--- config.mk ---
export PLATFORM = sky130hd
export DESIGN_NAME = div_seq
export DESIGN_NICKNAME = d
export VERILOG_FILES = /design/src/rtl/div_seq_pkg.sv /design/src/rtl/div_seq.sv
export SDC_FILE = /design/constraint.sdc
export NUM_CORES = 1
export LEC_CHECK = 0
export ABC_AREA = 1
export BUFFER_PORTS_ARGS = -buffer_cell sky130_fd_sc_hd__buf_2
export CORE_MARGIN = 8
export CORE_UTILIZATION = 35
export DETAILED_ROUTE_END_ITERATION = 16
export HOLD_SLACK_MARGIN = 0.03
export PLACE_DENSITY_LB_ADDON = 0.15
export REMOVE_ABC_BUFFERS = 1
export SLEW_MARGIN = 10
export SYNTH_ARGS = -nofsm -noshare
export SYNTH_HDL_FRONTEND = slang
export SYNTH_SLANG_ARGS = --single-unit
--- constraint.sdc ---
create_clock -name clk -period 6.8 [get_ports clk]
set_clock_uncertainty 0.15 [all_clocks]
set_input_delay 0.68 -clock clk [delete_from_list [all_inputs] [get_ports clk]]
set_output_delay 0.68 -clock clk [all_outputs]
set_load 0.01 [all_outputs]
--- src/rtl/div_seq_pkg.sv ---
// Shared state codes and constants for the sequential divider.
package div_seq_pkg;

    localparam int DIV_WIDTH = 32;

    typedef enum logic [1:0] {
        DIV_IDLE    = 2'b00,
        DIV_DIVZERO = 2'b01,
        DIV_RUN     = 2'b10,
        DIV_DONE    = 2'b11
    } div_state_e;

    localparam logic [2*DIV_WIDTH-1:0] DIV_ZERO_WORD = '0;

endpackage

--- src/rtl/div_seq.sv ---
// Radix-2 restoring divider serving DIV/DIVU.
// result_o = {remainder, quotient}, one iteration per clock.
module div_seq
    import div_seq_pkg::*;
#(
    parameter int WIDTH = DIV_WIDTH
) (
    input  logic               clk,
    input  logic               rst,
    input  logic               signed_div_i,
    input  logic [WIDTH-1:0]   opdata1_i,
    input  logic [WIDTH-1:0]   opdata2_i,
    input  logic               start_i,
    input  logic               annul_i,
    output logic [2*WIDTH-1:0] result_o,
    output logic               ready_o
);

    localparam int CW = $clog2(WIDTH) + 1;

    function automatic logic [WIDTH-1:0] neg_if(
        input logic [WIDTH-1:0] v,
        input logic             n
    );
        return n ? (~v + 1'b1) : v;
    endfunction

    div_state_e         state_q, state_d;
    logic [CW-1:0]      cnt_q, cnt_d;
    logic [WIDTH:0]     rem_q, rem_d;
    logic [WIDTH-1:0]   quo_q, quo_d;
    logic [WIDTH-1:0]   dvs_q, dvs_d;
    logic               qneg_q, qneg_d;
    logic               rneg_q, rneg_d;
    logic [2*WIDTH-1:0] result_q, result_d;
    logic               ready_q, ready_d;

    logic [WIDTH:0]     shl, diff, rem_n;
    logic [WIDTH-1:0]   quo_n;
    logic               a_neg, b_neg;

    assign a_neg = signed_div_i & opdata1_i[WIDTH-1];
    assign b_neg = signed_div_i & opdata2_i[WIDTH-1];

    // One shift-subtract step; remainder stays below divisor so WIDTH+1 bits suffice.
    always_comb begin
        shl  = {rem_q[WIDTH-1:0], quo_q[WIDTH-1]};
        diff = shl - {1'b0, dvs_q};
        if (!diff[WIDTH]) begin
            rem_n = diff;
            quo_n = {quo_q[WIDTH-2:0], 1'b1};
        end else begin
            rem_n = shl;
            quo_n = {quo_q[WIDTH-2:0], 1'b0};
        end
    end

    always_comb begin
        state_d  = state_q;
        cnt_d    = cnt_q;
        rem_d    = rem_q;
        quo_d    = quo_q;
        dvs_d    = dvs_q;
        qneg_d   = qneg_q;
        rneg_d   = rneg_q;
        result_d = result_q;
        ready_d  = ready_q;
        unique case (state_q)
            DIV_IDLE: begin
                if (start_i && !annul_i) begin
                    dvs_d   = neg_if(opdata2_i, b_neg);
                    quo_d   = neg_if(opdata1_i, a_neg);
                    rem_d   = '0;
                    cnt_d   = '0;
                    qneg_d  = a_neg ^ b_neg;
                    rneg_d  = a_neg;
                    state_d = (opdata2_i == '0) ? DIV_DIVZERO : DIV_RUN;
                end
            end
            DIV_DIVZERO: begin
                if (annul_i) begin
                    state_d = DIV_IDLE;
                end else begin
                    state_d  = DIV_DONE;
                    ready_d  = 1'b1;
                    result_d = DIV_ZERO_WORD;
                end
            end
            DIV_RUN: begin
                if (annul_i) begin
                    state_d = DIV_IDLE;
                end else begin
                    rem_d = rem_n;
                    quo_d = quo_n;
                    cnt_d = cnt_q + CW'(1);
                    if (cnt_q == CW'(WIDTH - 1)) begin
                        state_d  = DIV_DONE;
                        ready_d  = 1'b1;
                        result_d = {neg_if(rem_n[WIDTH-1:0], rneg_q),
                                    neg_if(quo_n, qneg_q)};
                    end
                end
            end
            DIV_DONE: begin
                if (annul_i || !start_i) begin
                    state_d  = DIV_IDLE;
                    ready_d  = 1'b0;
                    result_d = DIV_ZERO_WORD;
                end
            end
            default: begin
                state_d  = DIV_IDLE;
                ready_d  = 1'b0;
                result_d = DIV_ZERO_WORD;
            end
        endcase
    end

    always_ff @(posedge clk or posedge rst) begin
        if (rst) begin
            state_q  <= DIV_IDLE;
            result_q <= DIV_ZERO_WORD;
            ready_q  <= 1'b0;
        end else begin
            state_q  <= state_d;
            result_q <= result_d;
            ready_q  <= ready_d;
        end
    end

    always_ff @(posedge clk or posedge rst) begin
        if (rst) begin
            cnt_q  <= '0;
            rem_q  <= '0;
            quo_q  <= '0;
            dvs_q  <= '0;
            qneg_q <= 1'b0;
            rneg_q <= 1'b0;
        end else begin
            cnt_q  <= cnt_d;
            rem_q  <= rem_d;
            quo_q  <= quo_d;
            dvs_q  <= dvs_d;
            qneg_q <= qneg_d;
            rneg_q <= rneg_d;
        end
    end

    assign result_o = result_q;
    assign ready_o  = ready_q;

endmodule

# [Yosys cells after proc, flatten, opt, wreduce, memory -nomap -nowiden]
# Cells that the tools add are included.
[word_totals] register_bits=171 in_bits=69 output_inout_bits=65 word_cells=76
[classes] add_sub_neg=6 eq_ne=10 mux=32 bitwise=7 n_reduce_logical=12
[ops] operator="32-bit two-way mux" n=9
[ops] operator="64-bit two-way mux" n=4
[ops] operator="64-bit case mux with 3 select lines" n=1
[ops] operator="32-bit by 1-bit adder with 32-bit output (second input constant)" n=4
[ops] operator="32-bit inverter" n=4
[ops] operator="32-bit case mux with 2 select lines" n=2
[ops] operator="33-bit by 32-bit subtractor with 33-bit output" n=1
[ops] operator="32-bit logical NOT" n=1
[ops] operator="2-bit two-way mux" n=6
[ops] operator="6-bit two-way mux" n=2
[ops] operator="6-bit case mux with 2 select lines" n=1
[ops] operator="2-bit inequality test (second input constant)" n=5
[ops] operator="2-bit case mux with 4 select lines" n=1
[ops] operator="6-bit by 1-bit adder with 6-bit output (second input constant)" n=1
[ops] operator="6-bit by 5-bit == test with 1-bit output (second input constant)" n=1
[ops] operator="3-bit AND reduction" n=2
[ops] operator="1-bit two-way mux" n=5
[ops] operator="5-bit AND reduction" n=1
[ops] operator="2-bit == test (second input constant)" n=2
[ops] operator="3-bit inequality test (second input constant)" n=1
[ops] operator="1-bit case mux with 3 select lines" n=1
[ops] operator="3-bit nonzero test" n=1
[ops] operator="1-bit bitwise AND" n=2
[ops] operator="2-bit by 1-bit == test with 1-bit output (second input constant)" n=1
[ops] operator="other kinds (7)" n=8

# [Longest topological paths before layout]
[logic_depth] depth_word=8 ltp_mapped=34 ltp_nobuf=33

# [Worst setup path after synthesis]
# OpenSTA, ideal clock, no wires.
[synth_timing] path_type="reg-to-reg" from="reg quo_q[31]" to="reg result_q[30] (netlist: result_o[30])" setup_time_ns=0.117 t_arrival_ns=3.740 t_required_ns=6.533 slack_ns=2.793 stages_incl_launch_ff=33 n_path_buf=1 synth_period_minus_slack_ns=4.007 cell_sequence="dfrtp_1 inv_1 ha_1 inv_1 fa_1 nand2_1 nand2_1 nand3_1 nand2_2 nand2_4 nand2_4 nand2_4 nand3_2 nand2_4 buf_4 ha_1 inv_1 nor3_1 nand3_1 nor2_1 nand2_1 nor2_2 nand3_1 inv_1 nand2_1 nor2_2 nand3_1 nand2_1 o21ai_1 a21oi_1 nand3_1 nand3_1 nand2_1"
[synth_via] elab_chain_cells=8
[synth_lines] item="start, declared" line_no="div_seq.sv:31" source="logic [WIDTH-1:0] quo_q, quo_d;"
[synth_lines] item="start signal, assigned" line_no="div_seq.sv:142" source="quo_q <= quo_d;"
[synth_lines] item="33-bit by 32-bit subtractor with 33-bit output" line_no="div_seq.sv:48" source="diff = shl - {1'b0, dvs_q};"
[synth_lines] item="1-bit two-way mux" line_no="div_seq.sv:49" source="if (!diff[WIDTH]) begin"
[synth_lines] item="32-bit inverter" line_no="div_seq.sv:25" source="return n ? (~v + 1'b1) : v;"
[synth_lines] item="32-bit by 1-bit adder with 32-bit output" line_no="div_seq.sv:25"
[synth_lines] item="32-bit two-way mux" line_no="div_seq.sv:25"
[synth_lines] item="64-bit two-way mux" line_no="div_seq.sv:96" source="if (cnt_q == CW'(WIDTH - 1)) begin"
[synth_lines] item="64-bit two-way mux" line_no="div_seq.sv:90" source="if (annul_i) begin"
[synth_lines] item="64-bit case mux with 3 select lines" line_no="div_seq.sv:68" source="unique case (state_q)"
[synth_lines] item="end signal, assigned" line_no="div_seq.sv:126" source="result_q <= result_d;"
[synth_lines] item="end, declared" line_no="div_seq.sv:35" source="logic [2*WIDTH-1:0] result_q, result_d;"
# Every way passes these cells. The select of a mux whose other input is x is not followed.
# A chain may end at the register's enable or synchronous reset.

# [Worst setup path after layout]
# Ends and elaborated chain as after synthesis.

==> out/results.tsv <==
stage	metric	value	unit
clocking	cts_made_buffers	17	
power_and_ir_drop	p_leak	8.12	nW
routing	wirelength	45.4	mm
clocking	holdBufCountCts	0	
floorplan	initial_utilization	0.355	
layout	multi_input_area	7650	um^2
synthesis	yosysWarnings	0	
layout	drive_gt1_frac	0.122	
floorplan	num_rows	71	
timing	tightestPinTransition	1060	ps
global_routing	grt_pass1_wl	72.1	mm
synthesis	synth_compound_area_frac	0.118	
clocking	post-cts-setup-buffer-count	0	
routing	ant_nets	0	
worst_setup_path	crit_type	reg -> reg	
global_routing	antenna_found_initial	0	
worst_setup_path	cp.arrival	5210	ps
timing	relSlewSlack	0.291	
worst_setup_path	start_kind	flip-flop	
worst_setup_path	r2r-start	quo_q[31]	
worst_setup_path	max_stage_delay	490	ps
placement	dp_hpwl	35.2	mm
timing	max_freq	0.199	GHz
layout	fin_nets	2262	
worst_setup_path	required	6990	ps
layout	antennaDiodeCount	0	
global_routing	grt_pass1_vias	13200	
timing	hold_viol	0	
clocking	root_buffer	clkbuf_16	
timing	slew_violations	0	
synthesis	seq_area_frac_synth	0.320	
synthesis	synthSimpleGateAreaFrac	0.366	
synthesis	synthMuxAreaShare	0	
worst_setup_path	slowest_stage	nand2_4	
synthesis	synth.ff_latch_count	171	
floorplan	die_h	211	um
routing	drt-initial-drc-count	784	
power_and_ir_drop	ir_worst_vdd	276	uV
layout	stdcell_count	2674	
timing	setup_slack	1770	ps
routing	dr.pass1.iters	5	
timing	layout_min_cycle_time	5030	ps
clocking	clk_pin_slew	70	ps
floorplan	fp.dieW	211	um
floorplan	core-area	37700	um^2
placement	io_buffer_count	133	
worst_setup_path	reg2reg_depth	31	
clocking	tritoncts	yes	
routing	routed_via_density	4.94	
placement	placed_cells_incl_taps	2642	
clocking	cts-resized-gates	0	
routing	drc	0	
synthesis	synthXorXnorAreaFrac	0.0472	
synthesis	synth_top_family_by_area	simple AND/OR/NAND/NOR gates	
worst_setup_path	timing.rr.end	result_o[30]	
synthesis	ys_async_sr_fraction	1.00	
floorplan	die_area	44700	um^2
worst_setup_path	end_kind	flip-flop	
job	maxCapViolations	0	
timing	holdWs	286	ps
routing	routedWlPerCell	17.0	um
worst_hold_path	hp-class	in -> async	
power_and_ir_drop	power.density	613	nW/um^2
timing	setup_tns	0	ps
timing	grt_setup_unrepaired	false	
global_routing	grt_max_degree	99	
outcome	outcome	finished, final reports clean	
timing	min_period_over_period	0.739	
layout	fill_cells	4155	
synthesis	syn_area_per_cell	6.53	um^2
synthesis	synth_edf_count	0	
layout	final_util	0.399	
placement	place_congestion	0.919	
worst_setup_path	cp_max_fo	44	
layout	regArea	4280	um^2
floorplan	ios	134	
clocking	htreeDepth	4	
placement	pre_cts_ws	1760	ps
synthesis	synthesis.area	13400	um^2
timing	finalSetupViolCount	0	
synthesis	synth_fa_ha_area_frac	0.0408	
global_routing	overflow	0	
routing	detailroute.via_count	13200	
synthesis	yosysUniqueCellTypes	53	
synthesis	dominantRegCellSynth	dfrtp_1	
layout	syn2layout_area_growth	12.6	%
clocking	cts.sinks	171	
synthesis	syn_inst	2046	
clocking	insertion_delay	450	ps
global_routing	grtUsageTotal	0.205	
worst_setup_path	regToRegSetupSlack	1770	ps
clocking	cts_buffer_depth	2	
[critical path, delay by kind of cell, from the launching register on]
family	cells	cell delay (ps)
simple gates	22	2910
buf+inv	4	300
flops	1	360
compound gates	2	380
fa+ha+maj	3	810
[cell type report]
type / count / share of cell area
multi-input cells: 1510 / 0.508
flip-flops and latches: 171 / 0.284
repair buffers: 146 / 0.0507
clock inverters: 14 / 0.00857
well taps: 511 / 0.0425
inverters: 304 / 0.0762
clock buffers: 18 / 0.0292
[per-stage QoR]
stage                     area, um^2  power (mW)
after floorplan                13100        6.32
after global placement         14500        8.24
after detailed placement       14500        8.28
after CTS                      15000        9.30
after global routing           15000        10.3
final                          15000        9.22
[where the power goes]
group | switching [mW] | internal [mW]
Combinational | 4.49 | 1.99
Sequential | 0.323 | 1.43
Clock | 0.491 | 0.493
[synthesized netlist by cell type (6+ instances only)]
library cell	n	area share
xnor2_1	17	0.011
nor3_1	30	0.011
nand2_1	684	0.19
nand3b_1	12	0.0067
nand2_2	29	0.014
o21ai_0	96	0.036
nor2_1	169	0.047
inv_2	9	0.0025
ha_1	42	0.039
o21ai_1	14	0.0052
o22ai_1	30	0.014
a21oi_1	52	0.019
dfrtp_1	171	0.32
inv_1	293	0.082
clkbuf_1	42	0.012
nor2_2	16	0.0075
o221ai_1	29	0.019
nand2_4	9	0.0076
buf_4	6	0.0034
nand3_1	135	0.051
nand4_1	22	0.010
nor4_1	6	0.0028
or2_2	6	0.0028
a31oi_1	7	0.0033
xor2_1	55	0.036
[cell usage in the layout (no fill, tap or decap), types with 3 or more instances in the layout]
cell	synthesis	final
nand2_1	684	683
inv_1	293	291
dfrtp_1	171	171
nor2_1	169	169
nand3_1	135	135
buf_2	5	133
o21ai_0	96	96
xor2_1	55	55
a21oi_1	52	52
ha_1	42	42
nand2_2	29	30
nor3_1	30	30
o22ai_1	30	30
o221ai_1	29	29
nand4_1	22	22
xnor2_1	17	17
clkbuf_16	0	17
nor2_2	16	16
o21ai_1	14	14
buf_4	6	13
nand3b_1	12	12
inv_2	9	10
nand2_4	9	9
a31oi_1	7	7
or2_2	6	6
nor4_1	6	6
inv_6	0	6
a22o_1	5	5
o211ai_1	4	4
a32o_1	4	4
nand3_2	3	3
and2_1	3	3
o31ai_1	3	3
and3_1	3	3
o21bai_1	3	3
a22oi_1	3	3
clkinv_4	0	3
[worst max path at each step]
stage | from | to | slack (ps) | cells after the start
3_3_place_gp | quo_q[31] | result_o[30] | 1850 | 31
3_5_place_dp | quo_q[31] | result_o[30] | 1760 | 31
2_1_floorplan | rst | cnt_q[0] | 1340 | 1
4_1_cts | quo_q[31] | result_o[30] | 1750 | 31
5_1_grt | quo_q[31] | result_o[30] | 1060 | 32
6_report | quo_q[31] | result_o[30] | 1770 | 31
[layer usage]
| layer | GRT usage | vias to the layer above | part of all wire |
|---|---|---|---|
| met5 | 0 | - | 0 |
| met4 | 0.0558 | 0 | 0.021 |
| met3 | 0.0343 | 46 | 0.043 |
| met2 | 0.359 | 306 | 0.49 |
| met1 | 0.258 | 6133 | 0.44 |
| li1 | - | 6726 | - |
[logic make-up (layout without fill, tap and decap cells)]
kind of cell             Yosys count  count (layout)
XOR/XNOR                          72              72
adder cells (fa/ha/maj)           43              43
buffers and inverters            365             482
AND/OR/NAND/NOR                 1135            1135
flip-flops                       171             171
AO/OA/AOI/OAI                    260             260
[sequential cells by signal, summed over array words and instances, names as in the netlist]
register and flops:
quo_q 32, rneg_q 1, dvs_q 32, rem_q 32, ready_o 1, result_o 64
cnt_q 6, state_q 2, qneg_q 1
No activity file was read; power rests on OpenSTA's default activity.
